--- config.mk ---
export PLATFORM = sky130hd
export DESIGN_NAME = apb_req_arbiter
export DESIGN_NICKNAME = d
export VERILOG_FILES = /design/src/rtl/apb_req_arbiter.sv
export SDC_FILE = /design/constraint.sdc
export NUM_CORES = 1
export LEC_CHECK = 0
export ABC_AREA = 1
export CORE_ASPECT_RATIO = 1.4
export CORE_MARGIN = 2
export CORE_UTILIZATION = 40
export CTS_BUF_LIST = sky130_fd_sc_hd__clkbuf_16
export CTS_CLUSTER_DIAMETER = 120
export DETAILED_ROUTE_END_ITERATION = 10
export PLACE_DENSITY = 0.89
export SLEW_MARGIN = 30
export SYNTH_ARGS = -nofsm -noshare
export SYNTH_HDL_FRONTEND = slang
export SYNTH_SLANG_ARGS = --single-unit
export TNS_END_PERCENT = 5
--- constraint.sdc ---
create_clock -name pclk -period 1.65 [get_ports pclk]
set_input_delay 0.33 -clock pclk [delete_from_list [all_inputs] [get_ports pclk]]
set_output_delay 0.33 -clock pclk [all_outputs]
set_load 0.05 [all_outputs]
--- src/rtl/apb_req_arbiter.sv ---
// apb_req_arbiter: round-robin two-requester APB master with pready watchdog
module apb_req_arbiter #(
    parameter int addrWidth = 32,
    parameter int dataWidth = 32,
    parameter int TIMEOUT   = 16
) (
    input  logic                 pclk,
    input  logic                 rst_n,
    input  logic                 a_valid,
    output logic                 a_ready,
    input  logic                 a_write,
    input  logic [addrWidth-1:0] a_addr,
    input  logic [dataWidth-1:0] a_wdata,
    input  logic                 b_valid,
    output logic                 b_ready,
    input  logic                 b_write,
    input  logic [addrWidth-1:0] b_addr,
    input  logic [dataWidth-1:0] b_wdata,
    output logic                 rsp_done,
    output logic                 rsp_id,
    output logic [dataWidth-1:0] rsp_rdata,
    output logic                 rsp_err,
    output logic [addrWidth-1:0] paddr,
    output logic                 pwrite,
    output logic                 psel,
    output logic                 penable,
    output logic [dataWidth-1:0] pwdata,
    input  logic [dataWidth-1:0] prdata,
    input  logic                 pready
);
    localparam int WW = $clog2(TIMEOUT) + 1;

    typedef enum logic [1:0] {IDLE, SETUP, ACCESS} state_t;

    state_t               state, state_n;
    logic                 owner, owner_n, last_grant, last_grant_n;
    logic [WW-1:0]        wdog, wdog_n;
    logic                 a_ready_n, b_ready_n, rsp_done_n, rsp_id_n, rsp_err_n;
    logic                 pwrite_n, psel_n, penable_n, pick;
    logic [dataWidth-1:0] rsp_rdata_n, pwdata_n;
    logic [addrWidth-1:0] paddr_n;

    // B wins when it is the only requester or when A was served last
    assign pick = b_valid & (~a_valid | ~last_grant);

    // next-state and next-output values; every output is registered below
    always_comb begin
        state_n      = state;
        owner_n      = owner;
        last_grant_n = last_grant;
        wdog_n       = wdog;
        a_ready_n    = 1'b0;
        b_ready_n    = 1'b0;
        rsp_done_n   = 1'b0;
        rsp_id_n     = rsp_id;
        rsp_err_n    = rsp_err;
        rsp_rdata_n  = rsp_rdata;
        paddr_n      = paddr;
        pwrite_n     = pwrite;
        pwdata_n     = pwdata;
        psel_n       = psel;
        penable_n    = penable;
        case (state)
            IDLE: begin
                if (a_valid | b_valid) begin
                    owner_n   = pick;
                    paddr_n   = pick ? b_addr : a_addr;
                    pwrite_n  = pick ? b_write : a_write;
                    pwdata_n  = pick ? b_wdata : a_wdata;
                    a_ready_n = ~pick;
                    b_ready_n = pick;
                    psel_n    = 1'b1;
                    penable_n = 1'b0;
                    state_n   = SETUP;
                end
            end
            SETUP: begin
                penable_n = 1'b1;
                wdog_n    = '0;
                state_n   = ACCESS;
            end
            ACCESS: begin
                if (pready || wdog == WW'(TIMEOUT - 1)) begin
                    psel_n       = 1'b0;
                    penable_n    = 1'b0;
                    rsp_done_n   = 1'b1;
                    rsp_id_n     = owner;
                    rsp_err_n    = ~pready;
                    rsp_rdata_n  = (pready && !pwrite) ? prdata : rsp_rdata;
                    last_grant_n = owner;
                    state_n      = IDLE;
                end else begin
                    wdog_n = wdog + 1'b1;
                end
            end
            default: state_n = IDLE;
        endcase
    end

    // state and output registers; reset aborts any transfer in flight
    always_ff @(posedge pclk or negedge rst_n) begin
        if (!rst_n) begin
            state      <= IDLE;
            owner      <= 1'b0;
            last_grant <= 1'b1;
            wdog       <= '0;
            a_ready    <= 1'b0;
            b_ready    <= 1'b0;
            rsp_done   <= 1'b0;
            rsp_id     <= 1'b0;
            rsp_err    <= 1'b0;
            rsp_rdata  <= '0;
            paddr      <= '0;
            pwrite     <= 1'b0;
            pwdata     <= '0;
            psel       <= 1'b0;
            penable    <= 1'b0;
        end else begin
            state      <= state_n;
            owner      <= owner_n;
            last_grant <= last_grant_n;
            wdog       <= wdog_n;
            a_ready    <= a_ready_n;
            b_ready    <= b_ready_n;
            rsp_done   <= rsp_done_n;
            rsp_id     <= rsp_id_n;
            rsp_err    <= rsp_err_n;
            rsp_rdata  <= rsp_rdata_n;
            paddr      <= paddr_n;
            pwrite     <= pwrite_n;
            pwdata     <= pwdata_n;
            psel       <= psel_n;
            penable    <= penable_n;
        end
    end
endmodule

==> flow_metrics.py, run 1 <==
metrics = {
    "drt": {
        "dr.max_layer_used": "met4",
        "routed_wl_um": 16600,
        "drc": 0,
        "postRouteAntennaNets": 0,
        "via_per_inst": 4.75,
        "met2_wirelength_um": 8730,
        "drt_pre_antenna_iters": 5,
        "vias": 5575,
        "drtIter0Drc": 216,
        "met1_length_um": 6410,
        "wl_per_cell_um": 14.2,
        "route.met3.wl_um": 1050,
    },
    "cells_and_area": {
        "nNetsFinal": 1147,
        "instances_no_fill": 1173,
        "drive_above_1_share_pct": 16.9,
        "syn2layout_area_growth_pct": 63.6,
        "diodes": 0,
        "fill_cells": 1108,
    },
    "synthesis": {
        "syn_area_per_cell_um2": 7.51,
        "synth_cells": 714,
        "synth_top_family_by_area": "simple AND/OR/NAND/NOR gates",
        "synth_xor_area_share_pct": 0,
        "synth_compound_area_share_pct": 0.280,
        "syn_area_um2": 5360,
        "synth_fp_nets": 883,
        "synth.distinct_cells": 16,
        "post-synth-top-area-cell": "dfrtp_1",
        "yosysMostFrequentCell": "nand2_1",
        "synth_common_cells": "377 x nand2_1, 112 x dfrtp_1, 102 x nand3_1, 33 x inv_1, 27 x buf_2",
        "synth_top_cells_by_area": "dfrtp_1 52%, nand2_1 26%, nand3_1 9.5%",
        "ys_warn_count": 0,
        "synthArstFlopShare_pct": 100,
        "yosys.area_share.simple_pct": 40.1,
        "ys_seq_elements": 113,
        "yosysTopAreaCellShare_pct": 52.3,
        "synth_fa_ha_area_share_pct": 0.467,
        "yosys_most_used_dff": "dfrtp_1",
        "synth_mux_area_share_pct": 0,
        "ys_seq_area_share_pct": 52.8,
        "synth-edff-count": 0,
    },
    "outcome": {
        "status": "complete, no violations",
    },
    "timing": {
        "final-setup-viol-count": 0,
        "slew_viol_final": 0,
        "skew_ps": 11.5,
        "relSlewSlack_pct": 66.1,
        "finalSetupTns_ps": 0,
        "max_freq_mhz": 654,
        "rsz0062_at_grt": "true",
        "post-route-period-util_pct": 92.7,
        "period_minus_slack_ps": 1530,
        "worstMarginPinSlew_ps": 509,
        "hold_viol_final": 0,
    },
    "die": {
        "dieHeight_um": 141,
        "core_area_um2": 13300,
        "rows": 50,
        "die_area_um2": 14400,
        "floorplan.initialDensity_pct": 40.4,
        "ios": 271,
        "die_w_um": 102,
    },
    "critical_path": {
        "crit_type": "flip-flop to flip-flop",
        "worstPathRequired_ps": 1940,
        "critPathMaxFanout": 7,
        "startpoint_type": "flip-flop",
        "worstSetupEndpointType": "flip-flop",
        "arrival_ps": 1820,
    },
    "pwr": {
        "combPwrFrac_pct": 52.9,
        "power_switching_mw": 9.00,
        "p_leak_nw": 4.63,
        "peakVddDrop_mv": 1.26,
        "p_sw_share_pct": 48.1,
        "p_seq_share_pct": 25.5,
        "power_frac_clock_pct": 21.6,
        "p_int_mw": 9.72,
        "power_density_nw_per_um2": 2130,
        "finalPower_mw": 18.7,
    },
    "grt": {
        "grt_pass1_wl_um": 26400,
        "grt_max_degree": 57,
        "grt_util_all_layers_pct": 23.4,
        "grt-ovfl-total": 0,
        "antenna_found_initial": 0,
        "grt_pass1_vias": 5541,
    },
    "clock_network": {
        "cts_buffers": 17,
        "clk_pin_slew_ps": 50,
        "htree_levels": 4,
        "post_cts_buffers": 0,
        "clock_latency_ps": 410,
        "clockBufferDepth": 2,
        "root_buffer": "clkbuf_16",
        "clock-sinks": 113,
        "cts_tree": "built",
    },
    "flow_run": {
        "drv_cap": 0,
    },
    "worst_hold_path": {
        "hold_class": "input pin to flip-flop",
    },
    "place": {
        "place_congestion": 0.882,
        "dp.cells": 1140,
        "place_hpwl_um": 12400,
        "io_buffers": 270,
    },
}
==> worst max-delay path, cell delays in order (launching register included) <==
cell	delay, ps
dfrtp_1	400
ha_1	220
nand2_1	80
nor2_1	50
ha_1	190
inv_1	50
nand2_1	100
nand2_2	160
inv_1	70
nand2_1	70
nand2_1	50
==> power groups by stage <==
stage                     sequential, mW  combinational (mW)  clock [mW]
after global placement              4.76                9.77           0
after floorplan                     8.78                2.41           0
after detailed placement            4.77                9.95           0
after CTS                           4.78                9.95        4.11
after global routing                4.93                10.5        4.25
final                               4.78                9.90        4.04
==> cells in the final DEF, fill, tap and decap left out <==
cell               n
buf_2              1
buf_12            10
a21oi_1            1
nand2_2            3
bufinv_16          5
inv_6              3
clkbuf_16         17
clkinv_1           1
inv_2              4
nand3b_1          23
ha_1               2
nor2_2             2
dfrtp_1          112
inv_8              1
buf_4            113
nand2_1          374
o21ai_0            2
nor2_4             2
clkdlybuf4s50_1  164
nor2_1             9
clkinvlp_4         3
inv_1             33
nand3_1          102
dlygate4sd3_1      1
dfstp_2            1
clkinv_4           2
==> state kept, by name, summed over array words and instances, names as in the netlist, 2 cells and up <==
register   count
paddr         32
pwdata        32
rsp_rdata     32
state          2
wdog           5
==> final cells by class <==
cell class | count | area (um^2) | area share [%]
Timing Repair Buffer | 289 | 2710 | 30.8
Inverter | 37 | 139 | 1.58
Clock inverter | 15 | 231 | 2.64
Multi-Input combinational cell | 520 | 2210 | 25.2
Sequential cell | 113 | 2830 | 32.2
Tap cell | 182 | 228 | 2.60
Clock buffer | 17 | 425 | 4.85
==> timing repair <==
action | CTS | global route
gates resized for setup | 0 | 3
endpoints found under the setup margin | 0 | 7
hold endpoints to repair | 33 | 0
hold buffers | 1 | 0
==> kinds of logic (layout without fill, tap and decap cells) <==
family | after synthesis | count (layout)
buf+inv | 81 | 358
compound gates | 3 | 3
flops | 113 | 113
simple gates | 515 | 515
fa+ha+maj | 2 | 2
==> path summary, 6_finish.rpt <==
path | from | endpoint | slack, ps | cells past startpoint
setup / recovery | wdog[0] | rsp_id | 120 | 10
hold / removal | b_valid | b_ready | 400 | 4
setup reg to reg | wdog[0] | rsp_id | 120 | 10
hold reg to reg | rsp_rdata[14] | rsp_rdata[14] | 470 | 2
max in group asynchronous | rst_n | last_grant | 610 | 3
min in group asynchronous | rst_n | paddr[26] | 430 | 2
==> layer usage <==
layer | GRT usage (%) | vias up
li1 | - | 2741
met1 | 26.1 | 2596
met2 | 41.3 | 209
met3 | 6.15 | 29
met4 | 9.96 | 0
met5 | 0 | -
==> per-stage QoR <==
stage	instance area, um^2	setup slack (ps)	hold slack [ps]	utilization [%]
after floorplan	5360	215	34.4	-
after global placement	8100	46.2	323	61.0
after detailed placement	8100	14.7	328	61.0
after CTS	8760	39.5	385	66.1
after global routing	8770	-9.84	403	66.1
final	8770	121	399	66.1
Note: power is estimated with default switching activity, not from simulation.
==> run 2, diff against run 1 <==
- MAX_ROUTING_LAYER: not set -> met4
==> flow_metrics.py, run 2 (synthesized netlist as in run 1, its figures left out) <==
metrics = {
    "outcome": {
        "status": "complete, no violations",
    },
    "cells_and_area": {
        "drive_above_1_share_pct": 16.9,
        "mostFrequentLayoutCell": "nand2_1",
        "nNetsFinal": 1147,
        "syn2layout_area_growth_pct": 63.6,
        "reg_top3": "paddr: 32 flops, pwdata: 32 flops, rsp_rdata: 32 flops",
        "final_util_pct": 66.1,
        "instances_no_fill": 1173,
        "diodes": 0,
        "layout_common_cells": "374 x nand2_1, 164 x clkdlybuf4s50_1, 113 x buf_4",
    },
    "critical_path": {
        "reg2reg_to": "rsp_id",
        "worstSetupEndpointType": "flip-flop",
        "worstPathRequired_ps": 1940,
        "cp_num_buf_inv": 2,
        "cp_slowest_cell": "dfrtp_1",
        "cp_cell_sequence": "ha_1, nand2_1, nor2_1, ha_1, inv_1, nand2_1, nand2_2, inv_1, nand2_1, nand2_1",
        "arrival_ps": 1820,
        "crit_type": "flip-flop to flip-flop",
        "reg2reg_depth": 10,
        "startpoint_type": "flip-flop",
        "r2r_setup_slack_ps": 120,
        "crit_start": "wdog[0]",
        "critPathMostFrequentCell": "nand2_1",
        "regToRegStartpoint": "wdog[0]",
        "crit_family": "simple AND/OR/NAND/NOR gates",
        "critPathMaxFanout": 7,
        "cpPeakStageDelay_ps": 400,
    },
    "clock_network": {
        "htree_levels": 4,
        "root_buffer": "clkbuf_16",
        "clock_latency_ps": 410,
        "cts_buffers": 17,
        "clockBufferDepth": 2,
        "cts_tree": "built",
        "clock-sinks": 113,
        "post_cts_buffers": 0,
        "clk_pin_slew_ps": 50,
    },
    "drt": {
        "drt_pre_antenna_iters": 5,
        "wl_per_cell_um": 14.2,
        "met1_length_um": 6480,
        "drtIter0Drc": 251,
        "vias": 5550,
        "drc": 0,
        "route.met3.wl_um": 918,
        "dr.max_layer_used": "met4",
        "met2_wirelength_um": 8770,
        "postRouteAntennaNets": 0,
        "routed_wl_um": 16600,
        "via_per_inst": 4.73,
    },
    "pwr": {
        "finalPower_mw": 18.7,
        "peakVddDrop_mv": 1.26,
        "power_density_nw_per_um2": 2130,
        "p_leak_nw": 4.63,
    },
    "grt": {
        "grt_pass1_wl_um": 26400,
        "grt_util_all_layers_pct": 24.2,
        "grt_pass1_vias": 5537,
        "antenna_found_initial": 0,
        "grt_max_degree": 57,
        "grt-ovfl-total": 0,
    },
    "place": {
        "dp.cells": 1140,
        "io_buffers": 270,
        "place_congestion": 0.900,
        "place_hpwl_um": 12400,
    },
    "timing": {
        "post-route-period-util_pct": 92.9,
        "hold_viol_final": 0,
        "rsz0062_at_grt": "true",
        "relSlewSlack_pct": 66.1,
        "period_minus_slack_ps": 1530,
        "worstMarginPinSlew_ps": 508,
        "finalSetupTns_ps": 0,
        "final-setup-viol-count": 0,
        "skew_ps": 10.3,
        "slew_viol_final": 0,
        "hold_slack_ps": 406,
        "max_freq_mhz": 652,
    },
    "worst_hold_path": {
        "holdPathStages": 4,
        "hold_path.startpoint": "b_valid",
        "hold_class": "input pin to flip-flop",
        "hold_path_end": "b_ready",
    },
    "die": {
        "dieHeight_um": 141,
        "floorplan.initialDensity_pct": 40.4,
        "rows": 50,
        "die_area_um2": 14400,
        "core_area_um2": 13300,
        "die_w_um": 102,
        "ios": 271,
    },
    "flow_run": {
        "drv_cap": 0,
    },
}
## run 2: cell counts in the layout (fill, tap and decap cells not counted)
Identical to the previous run, type by type.
## run 2: metrics by stage
| step | setup slack (ps) | area [um^2] |
|---|---|---|
| 6_report | 116 | 8770 |
| 5_1_grt | -10.2 | 8770 |
| 4_1_cts | 39.5 | 8760 |
| 3_5_place_dp | 14.7 | 8100 |
| 3_3_place_gp | 46.2 | 8100 |
| 2_1_floorplan | 215 | 5360 |
## run 2: worst reg2reg max path: cells and delay by family, from the launching register on
family / cells / cell delay, ps
AND/OR/NAND/NOR: 6 / 510
flip-flops: 1 / 400
adder cells (fa/ha/maj): 2 / 400
buffers and inverters: 2 / 120
## run 2: timing repair
item                                   4_1_cts  5_1_grt
endpoints found under the hold margin       33        0
hold buffers                                 1        0
setup endpoints to repair                    0        7
resized for setup                            0        3
## run 2: how the worst max path moves through the flow
stage,end,slack [ps],cells after the start
6_report,rsp_id,120,10
5_1_grt,rsp_id,-10,10
4_1_cts,wdog[3],40,10
3_5_place_dp,pwdata[4],10,8
3_3_place_gp,paddr[14],50,6
2_1_floorplan,wdog[3],210,10
## run 2: final cells by class
class	instances	area, um^2
fill	1108	4490
sequential	113	2830
timing repair buffer	289	2710
multi-input combinational	520	2210
clock buffer	17	425
clock inverter	15	231
tap	182	228
inverter	37	139
## run 2: routing by layer
metal | up-vias | track usage, %
li1 | 2742 | -
met1 | 2583 | 26.8
met2 | 197 | 41.2
met3 | 28 | 5.80
met4 | 0 | 9.96
met5 | - | -
## run 2: where the power goes
part	internal (mW)	total (mW)	switching [mW]	leakage (nW)
Sequential	4.04	4.78	0.735	1.41
Combinational	2.98	9.90	6.93	2.91
Clock	2.70	4.03	1.33	0.310
Total	9.72	18.7	8.99	4.63
